===== config.mk =====
export PLATFORM = sky130hd
export DESIGN_NAME = axis_gain_ramp_mc_flat
export DESIGN_NICKNAME = d
export VERILOG_FILES = /design/src/rtl/axis_gain_ramp_mc_if.sv /design/src/rtl/axis_gain_ramp_mc.sv /design/src/flat_wrapper.sv
export SDC_FILE = /design/constraint.sdc
export NUM_CORES = 1
export LEC_CHECK = 0
export ABC_AREA = 0
export CORE_MARGIN = 2
export CORE_UTILIZATION = 64
export DETAILED_ROUTE_END_ITERATION = 10
export HOLD_SLACK_MARGIN = 0.06
export PLACE_DENSITY = 0.83
export SYNTH_ARGS = -nofsm -noshare
export SYNTH_HDL_FRONTEND = slang
export SYNTH_SLANG_ARGS = --single-unit

===== constraint.sdc =====
create_clock -name clk -period 7.7 [get_ports clk]
set_input_delay 1.925 -clock clk [delete_from_list [all_inputs] [get_ports clk]]
set_output_delay 1.925 -clock clk [all_outputs]
set_load 0.01 [all_outputs]

===== src/rtl/axis_gain_ramp_mc_if.sv =====
// AXI-Stream sample bus used on both sides of the gain stage.
`timescale 1ns/1ps
interface axis_gain_ramp_mc_if #(
    parameter int unsigned DATA_WIDTH = 24
);
    logic [DATA_WIDTH-1:0] data;
    logic                  valid;
    logic                  ready;
    logic                  last;

    modport master (output data, output valid, output last, input ready);
    modport slave  (input data, input valid, input last, output ready);
endinterface


===== src/rtl/axis_gain_ramp_mc.sv =====
// Multichannel AXIS volume stage: per-frame gain ramp, 3-stage multiply,
// round half-up and saturate, full backpressure.
`timescale 1ns/1ps
module axis_gain_ramp_mc #(
    parameter int unsigned DATA_WIDTH  = 24,
    parameter int unsigned SCALE_WIDTH = 16,
    parameter int unsigned GAIN_FRAC   = 16,
    parameter int unsigned NUM_CH      = 2,
    parameter int unsigned RAMP_STEP   = 'h100
) (
    input  logic                   clk,
    input  logic                   rst,
    input  logic [SCALE_WIDTH-1:0] i_scale,
    input  logic                   i_mute,
    axis_gain_ramp_mc_if.slave     s_axis,
    axis_gain_ramp_mc_if.master    m_axis,
    output logic [GAIN_FRAC:0]     o_gain,
    output logic                   o_ramping,
    output logic                   o_frame_err
);
    localparam int unsigned GAIN_W = GAIN_FRAC + 1;
    localparam int unsigned PROD_W = DATA_WIDTH + GAIN_FRAC + 2;
    localparam int unsigned SHR_W  = PROD_W - GAIN_FRAC;
    localparam int unsigned CH_W   = (NUM_CH > 1) ? $clog2(NUM_CH) : 1;
    localparam int          SHIFT  = int'(GAIN_FRAC) + 1 - int'(SCALE_WIDTH);

    localparam logic [GAIN_W-1:0]            STEP       = GAIN_W'(RAMP_STEP);
    localparam logic [CH_W-1:0]              CH_LAST    = CH_W'(NUM_CH - 1);
    localparam logic signed [PROD_W-1:0]     ROUND_BIAS = PROD_W'(1) << (GAIN_FRAC - 1);
    localparam logic [DATA_WIDTH-1:0]        SAT_MAX    = {1'b0, {(DATA_WIDTH-1){1'b1}}};
    localparam logic [DATA_WIDTH-1:0]        SAT_MIN    = {1'b1, {(DATA_WIDTH-1){1'b0}}};

    // Volume word path
    logic [SCALE_WIDTH-1:0] scale_meta;
    logic [SCALE_WIDTH-1:0] scale_sync;
    logic [GAIN_W-1:0]      scale_gain;
    logic [GAIN_W-1:0]      target;
    logic [GAIN_W-1:0]      target_nxt;
    logic [GAIN_W-1:0]      gain_nxt;

    // Framing
    logic [CH_W-1:0] ch;
    logic            accept;
    logic            ch_at_last;
    logic            frame_end;
    logic            frame_bad;

    // Pipeline
    logic                     ce;
    logic                     s1_valid;
    logic [DATA_WIDTH-1:0]    s1_data;
    logic [GAIN_W-1:0]        s1_gain;
    logic                     s1_last;
    logic signed [PROD_W-1:0] mult_a;
    logic signed [PROD_W-1:0] mult_b;
    logic                     s2_valid;
    logic signed [PROD_W-1:0] s2_prod;
    logic                     s2_last;
    logic signed [SHR_W-1:0]  shr;
    logic [DATA_WIDTH-1:0]    sat;
    logic                     out_valid;
    logic [DATA_WIDTH-1:0]    out_data;
    logic                     out_last;

    // Align the volume word to the Q1.GAIN_FRAC gain format.
    if (SHIFT >= 0) begin : g_shl
        assign scale_gain = GAIN_W'(scale_sync) << SHIFT;
    end else begin : g_shr
        assign scale_gain = GAIN_W'(scale_sync >> (-SHIFT));
    end

    assign ce           = ~out_valid | m_axis.ready;
    assign s_axis.ready = ce & ~rst;
    assign accept       = s_axis.valid & s_axis.ready;
    assign ch_at_last   = (ch == CH_LAST);
    assign frame_end    = accept & (s_axis.last | ch_at_last);
    assign frame_bad    = accept & (s_axis.last ^ ch_at_last);

    assign m_axis.valid = out_valid;
    assign m_axis.data  = out_data;
    assign m_axis.last  = out_last;

    // Target selection and per-frame ramp step toward it.
    always_comb begin
        target_nxt = i_mute ? '0 : scale_gain;
        gain_nxt   = o_gain;
        if (frame_end) begin
            if (target >= o_gain) begin
                gain_nxt = ((target - o_gain) <= STEP) ? target : o_gain + STEP;
            end else begin
                gain_nxt = ((o_gain - target) <= STEP) ? target : o_gain - STEP;
            end
        end
    end

    // Two-flop synchroniser for the asynchronous volume word, then target register.
    always_ff @(posedge clk) begin
        if (rst) begin
            scale_meta <= '0;
            scale_sync <= '0;
            target     <= '0;
        end else begin
            scale_meta <= i_scale;
            scale_sync <= scale_meta;
            target     <= target_nxt;
        end
    end

    // Applied gain; ramping flag tracks the post-edge gain/target pair.
    always_ff @(posedge clk) begin
        if (rst) begin
            o_gain    <= '0;
            o_ramping <= 1'b0;
        end else begin
            o_gain    <= gain_nxt;
            o_ramping <= (gain_nxt != target_nxt);
        end
    end

    // Channel counter and framing-error pulse.
    always_ff @(posedge clk) begin
        if (rst) begin
            ch          <= '0;
            o_frame_err <= 1'b0;
        end else begin
            o_frame_err <= frame_bad;
            if (frame_end) begin
                ch <= '0;
            end else if (accept) begin
                ch <= ch + CH_W'(1);
            end
        end
    end

    // Multiply operands, sign-extended to the full product width.
    always_comb begin
        mult_a = PROD_W'($signed(s1_data));
        mult_b = PROD_W'($signed({1'b0, s1_gain}));
    end

    // Round half-up, then clamp into the signed sample range.
    assign shr = SHR_W'((s2_prod + ROUND_BIAS) >>> GAIN_FRAC);

    always_comb begin
        sat = shr[DATA_WIDTH-1:0];
        if (!((&shr[SHR_W-1:DATA_WIDTH-1]) | ~(|shr[SHR_W-1:DATA_WIDTH-1]))) begin
            sat = shr[SHR_W-1] ? SAT_MIN : SAT_MAX;
        end
    end

    // Three-stage pipeline; every stage advances together on ce.
    always_ff @(posedge clk) begin
        if (rst) begin
            s1_valid  <= 1'b0;
            s1_data   <= '0;
            s1_gain   <= '0;
            s1_last   <= 1'b0;
            s2_valid  <= 1'b0;
            s2_prod   <= '0;
            s2_last   <= 1'b0;
            out_valid <= 1'b0;
            out_data  <= '0;
            out_last  <= 1'b0;
        end else if (ce) begin
            s1_valid  <= s_axis.valid;
            s1_data   <= s_axis.data;
            s1_gain   <= o_gain;
            s1_last   <= s_axis.last;
            s2_valid  <= s1_valid;
            s2_prod   <= mult_a * mult_b;
            s2_last   <= s1_last;
            out_valid <= s2_valid;
            out_data  <= sat;
            out_last  <= s2_last;
        end
    end
endmodule

===== src/flat_wrapper.sv =====
// flat-port wrapper written by rule: the top's interface ports become plain ports
module axis_gain_ramp_mc_flat 
#(
    parameter int unsigned DATA_WIDTH  = 24,
    parameter int unsigned SCALE_WIDTH = 16,
    parameter int unsigned GAIN_FRAC   = 16,
    parameter int unsigned NUM_CH      = 2,
    parameter int unsigned RAMP_STEP   = 'h100
)
  (clk, rst, i_scale, i_mute, o_gain, o_ramping, o_frame_err, s_axis_data, s_axis_valid, s_axis_last, s_axis_ready, m_axis_data, m_axis_valid, m_axis_last, m_axis_ready);
  axis_gain_ramp_mc_if #(.DATA_WIDTH(DATA_WIDTH)) s_axis_i ();
  axis_gain_ramp_mc_if #(.DATA_WIDTH(DATA_WIDTH)) m_axis_i ();
  input  logic clk;
  input  logic rst;
  input  logic [SCALE_WIDTH-1:0] i_scale;
  input  logic i_mute;
  output logic [GAIN_FRAC:0] o_gain;
  output logic o_ramping;
  output logic o_frame_err;
  input wire logic [$bits(s_axis_i.data)-1:0] s_axis_data;
  input wire logic [$bits(s_axis_i.valid)-1:0] s_axis_valid;
  input wire logic [$bits(s_axis_i.last)-1:0] s_axis_last;
  output wire logic [$bits(s_axis_i.ready)-1:0] s_axis_ready;
  output wire logic [$bits(m_axis_i.data)-1:0] m_axis_data;
  output wire logic [$bits(m_axis_i.valid)-1:0] m_axis_valid;
  output wire logic [$bits(m_axis_i.last)-1:0] m_axis_last;
  input wire logic [$bits(m_axis_i.ready)-1:0] m_axis_ready;
  assign s_axis_i.data = s_axis_data;
  assign s_axis_i.valid = s_axis_valid;
  assign s_axis_i.last = s_axis_last;
  assign s_axis_ready = s_axis_i.ready;
  assign m_axis_data = m_axis_i.data;
  assign m_axis_valid = m_axis_i.valid;
  assign m_axis_last = m_axis_i.last;
  assign m_axis_i.ready = m_axis_ready;
  axis_gain_ramp_mc #(.DATA_WIDTH(DATA_WIDTH), .SCALE_WIDTH(SCALE_WIDTH), .GAIN_FRAC(GAIN_FRAC), .NUM_CH(NUM_CH), .RAMP_STEP(RAMP_STEP)) u_core (.clk(clk), .rst(rst), .i_scale(i_scale), .i_mute(i_mute), .s_axis(s_axis_i), .m_axis(m_axis_i), .o_gain(o_gain), .o_ramping(o_ramping), .o_frame_err(o_frame_err));
endmodule

# ---- Word-level counts from Yosys, hierarchy flattened
# Cells that the tools add are included.
dict set report totals {
  ff_bits 182
  output_inout_bits 46
}
dict set report classes {
  addsub 6
  mul 1
  order_cmp 3
  eq_ne 1
  n_mux 7
  n_bitwise 11
  reduce_logical 3
}
# cell count
set op_table {}
lappend op_table {{two-way mux 17 bit} 5}
lappend op_table {{two-way mux 24 bit} 2}
lappend op_table {{adder 42 x 17 -> 42 bit, second input constant} 1}
lappend op_table {{multiplier 24 x 18 -> 42 bit} 1}
lappend op_table {{less-or-equal comparator 17 x 9 -> 1 bit, second input constant} 2}
lappend op_table {{subtractor 17 bit} 2}
lappend op_table {{adder 17 x 9 -> 17 bit, second input constant} 1}
lappend op_table {{greater-or-equal comparator 17 bit} 1}
lappend op_table {{!= test 17 bit} 1}
lappend op_table {{subtractor 17 x 9 -> 17 bit, second input constant} 1}
lappend op_table {{AND 1 bit} 4}
lappend op_table {{NOT 1 bit} 3}
lappend op_table {{bitwise OR 1 bit} 3}
lappend op_table {{AND reduction 3 bit} 1}
lappend op_table {{OR reduction 3 bit} 1}
lappend op_table {{OR reduction 2 bit} 1}
lappend op_table {{adder 1 bit, second input constant} 1}
lappend op_table {{bitwise XOR 1 bit} 1}

# ---- Logic depth before layout (Yosys ltp)
dict set report depth {
  word_depth 7
  ltp_mapped 28
}

# ---- Worst setup path before layout
# OpenSTA, ideal clock, no wires.
dict set report synth_timing {
  path_kind {register to register}
  from {register u_core.s1_data[23]}
  to {register u_core.s2_prod[41]}
  setup_ns 0.070
  arrival_time_ns 6.606
  setup_slack_ns 1.024
  stages_incl_launch_ff 23
  path_buffers 2
  synth_period_minus_slack_ns 6.676
  path_cell_list {dfxtp_1 > clkbuf_1 > clkbuf_1 > nand2_1 > fa_1 > fa_1 > inv_1 > fa_1 > fa_1 > fa_1 > inv_1 > fa_1 > inv_1 > ha_1 > a21o_1 > a21oi_1 > o21bai_1 > a311o_1 > or4b_2 > a31oi_1 > xnor2_1 > nand2_1 > a21oi_1}
}
dict set report synth_between {
  elab_chain_len 1
}
# item line
set synth_lines {}
lappend synth_lines {{start, declared} axis_gain_ramp_mc.sv:51} ;# logic [DATA_WIDTH-1:0] s1_data;
lappend synth_lines {{start signal, assigned} axis_gain_ramp_mc.sv:166} ;# s1_data <= s_axis.data;
lappend synth_lines {{multiplier 24 x 18 -> 42 bit} axis_gain_ramp_mc.sv:170} ;# s2_prod <= mult_a * mult_b;
lappend synth_lines {{end signal, assigned} axis_gain_ramp_mc.sv:170}
lappend synth_lines {{end, declared} axis_gain_ramp_mc.sv:57} ;# logic signed [PROD_W-1:0] s2_prod;
# No other way between the ends.
# A chain may end at the register's enable or synchronous reset.

# ---- Worst setup path after layout
dict set report layout_timing {
  from {register u_core.s1_gain[8]}
  to {register u_core.s2_prod[35]}
}
dict set report layout_between {
  elab_chain_len 1
}
# item line
set layout_lines {}
lappend layout_lines {{start, declared} axis_gain_ramp_mc.sv:52} ;# logic [GAIN_W-1:0] s1_gain;
lappend layout_lines {{start signal, assigned} axis_gain_ramp_mc.sv:167} ;# s1_gain <= o_gain;
lappend layout_lines {{multiplier 24 x 18 -> 42 bit} axis_gain_ramp_mc.sv:170}
# No other way between the ends.

==> flow_summary.ini <==
[final_layout]
fin_util = 0.707
stdcell_area_um2 = 25100
fill_cells = 2688
final_nets = 3328
area_growth_pct = 8.95
drive_gt1_frac = 0.0489
fin_cells = 3223

[global_routing]
grt_pass1_wl_um = 105000
first_global_vias = 20300
grtUsageTotal = 0.355
overflow = 0
grt_max_degree = 94
grt_antenna_before_repair = 1

[clocking]
path_clk_slew_ns = 0.08
postCtsSetupRepairBufs = 0
numCtsBuffers = 17
htree_levels = 4
cts_buffer_depth = 2
tritoncts = done
cts.sinks = 166
worstSkewPairLatency_ns = 0.44
holdBufCountCts = 0
cts_root_buffer = clkbuf_16
cts_resized = 0

[placement]
hpwlAfterDp_um = 51000
io_buffers = 91
gp_routability_congestion = 0.966
place_area_um2 = 24500
placedCellCount = 3190

[drt]
postRouteAntennaNets = 0
drt-total-wl_um = 64600
wl_met1_um = 24800
dr.pass1.iters = 6
drc = 0
met3_length_um = 6250
viasPerCell = 5.95
vias = 19200
met2_length_um = 30200
routed.top_layer = met4
routedWlPerCell_um = 20.1
initialDrtViolationCount = 1917

[sta]
skew_ns = 0.0139
slew_viol_final = 0
maxSlewHeadroom = 0.279
finalCritPeriodShare = 0.972
fin_crit_ns = 7.48
whs_ns = 0.438
max_freq_mhz = 134
setup_viol = 0
rsz0062_at_grt = no
hold_violations = 0
worstMarginPinSlew_ns = 1.08
tns_ns = 0

[worst_setup_path]
path_max_fanout = 25
worst-path-buf-inv = 4
critPathArrivalTime_ns = 7.80
r2r-start = u_core.s1_gain[8]
cp_slowest_stage_delay_ns = 1.04
required_ns = 8.01
cp-startpoint = u_core.s1_gain[8]
crit_type = reg2reg
setup.worst_path.start_class = register
crit_path_end_kind = register
critPathTopFamily = adder cells
cpMaxStageDelayCell = dfxtp_1
cpMostUsedCell = fa_1

[synth]
synth_top_area_frac = 0.348
synthDistinctLibCells = 90
syn-cell-area_um2 = 23000
yosys_warnings = 0
avgSynthCellArea_um2 = 8.52
synth-seq-area-share = 0.144
syn-num-nets = 3283
ys.flop_type = dfxtp_1
synth_top_area_cell = fa_1
synth_commonest_cells = inv_1 (530), fa_1 (400), nand2_1 (393)
synth_edf_count = 0
synthTopCellsByArea = fa_1 (35%), dfxtp_1 (14%), inv_1 (8.6%)
yosys.cell_count.top_type = inv_1
synth_cells = 2703
async_flop_share = 0
ys_seq_elements = 166

[die]
die_area_um2 = 37500
start_util = 0.649
dieHeight_um = 194
die_w_um = 194
io_pins = 92
rows = 69
core_area_um2 = 35500

[flow_run]
max_cap_viol_count = 0

[power]
p_sw_frac = 0.372
pwr-share-comb = 0.314
seqPwrFrac = 0.364
clockPowerShare = 0.322
power_density_nw_per_um2 = 110
vdd_ir_drop_max_mv = 0.193
internal-power_mw = 1.73
switching_power_mw = 1.02
leakagePower_nw = 12.0

[hold_path]
hp-class = reg2reg
hold_start = u_core.scale_meta[1]

[status]
outcome = finished clean
-- cell usage in the layout (no fill, tap or decap), types with 10 or more instances in the layout --
| master | n |
|---|---|
| o21ai_0 | 62 |
| ha_1 | 134 |
| buf_4 | 65 |
| nand3_1 | 23 |
| and2_1 | 214 |
| and3_1 | 18 |
| nor2b_1 | 38 |
| nand4_1 | 21 |
| nor2_1 | 97 |
| nand2_1 | 393 |
| xor2_1 | 19 |
| a21o_1 | 16 |
| a21oi_1 | 156 |
| xnor2_1 | 49 |
| fa_1 | 400 |
| and4_1 | 10 |
| inv_1 | 530 |
| clkbuf_16 | 17 |
| clkdlybuf4s50_1 | 90 |
| a31oi_1 | 13 |
| nor3_1 | 31 |
| or3_1 | 10 |
| dfxtp_1 | 166 |
-- power groups by stage --
stage | clock [mW] | sequential (mW) | combinational [mW]
after floorplan | 0 | 0.974 | 0.572
after global placement | 0 | 1.01 | 0.826
after detailed placement | 0 | 1.01 | 0.838
after CTS | 0.885 | 0.994 | 0.848
after global routing | 0.912 | 1.00 | 0.945
final | 0.884 | 1.00 | 0.864
-- layout make-up --
cell class	instances	area, um^2	share of cell area
Multi-Input combinational cell	1878	17200	0.686
Antenna cell	1	2.50	0.0000998
Clock inverter	15	178	0.00708
Clock buffer	17	425	0.0170
Sequential cell	166	3320	0.132
Tap cell	461	577	0.0230
Timing Repair Buffer	155	1390	0.0554
Inverter	530	1990	0.0793
-- layer usage --
layer	vias up	GRT usage
met5	-	0
met4	0	0.162
met3	223	0.0652
met2	1026	0.578
met1	9502	0.464
li1	8421	-
-- through the flow --
stage / worst slack (ns) / total power, mW
floorplan: 1.02 / 1.55
global placement: 0.624 / 1.84
detailed placement: 0.387 / 1.85
CTS: 0.279 / 2.73
global route: 0.00450 / 2.86
finish: 0.219 / 2.75
-- path summary, 6_finish.rpt --
kind / to / slack [ns] / cells past startpoint
worst max-delay path: u_core.s2_prod[35] / 0.22 / 25
worst min-delay path: u_core.scale_sync[1] / 0.44 / 1
worst max register to register: u_core.s2_prod[35] / 0.22 / 25
worst min register to register: u_core.scale_sync[1] / 0.44 / 1
-- flip-flops by register name, summed over array words and instances (netlist names), 16 cells and up --
name,flops
u_core.s2_prod,27
u_core.s1_data,24
u_core.s1_gain,17
u_core.scale_sync,16
u_core.m_axis.data,24
u_core.scale_meta,16
u_core.target,16
u_core.o_gain,17
-- kinds of logic (layout without fill, tap and decap cells) --
group           after synthesis  count (layout)  synth area share
mux                           8               8           0.00364
fa+ha+maj                   534             534             0.421
flops                       166             166             0.144
xor+xnor                     68              68            0.0259
other cells                   0               1                 0
compound gates              366             366             0.103
simple gates                902             902             0.193
buf+inv                     659             717             0.109
No activity file was read; power rests on OpenSTA's default activity.
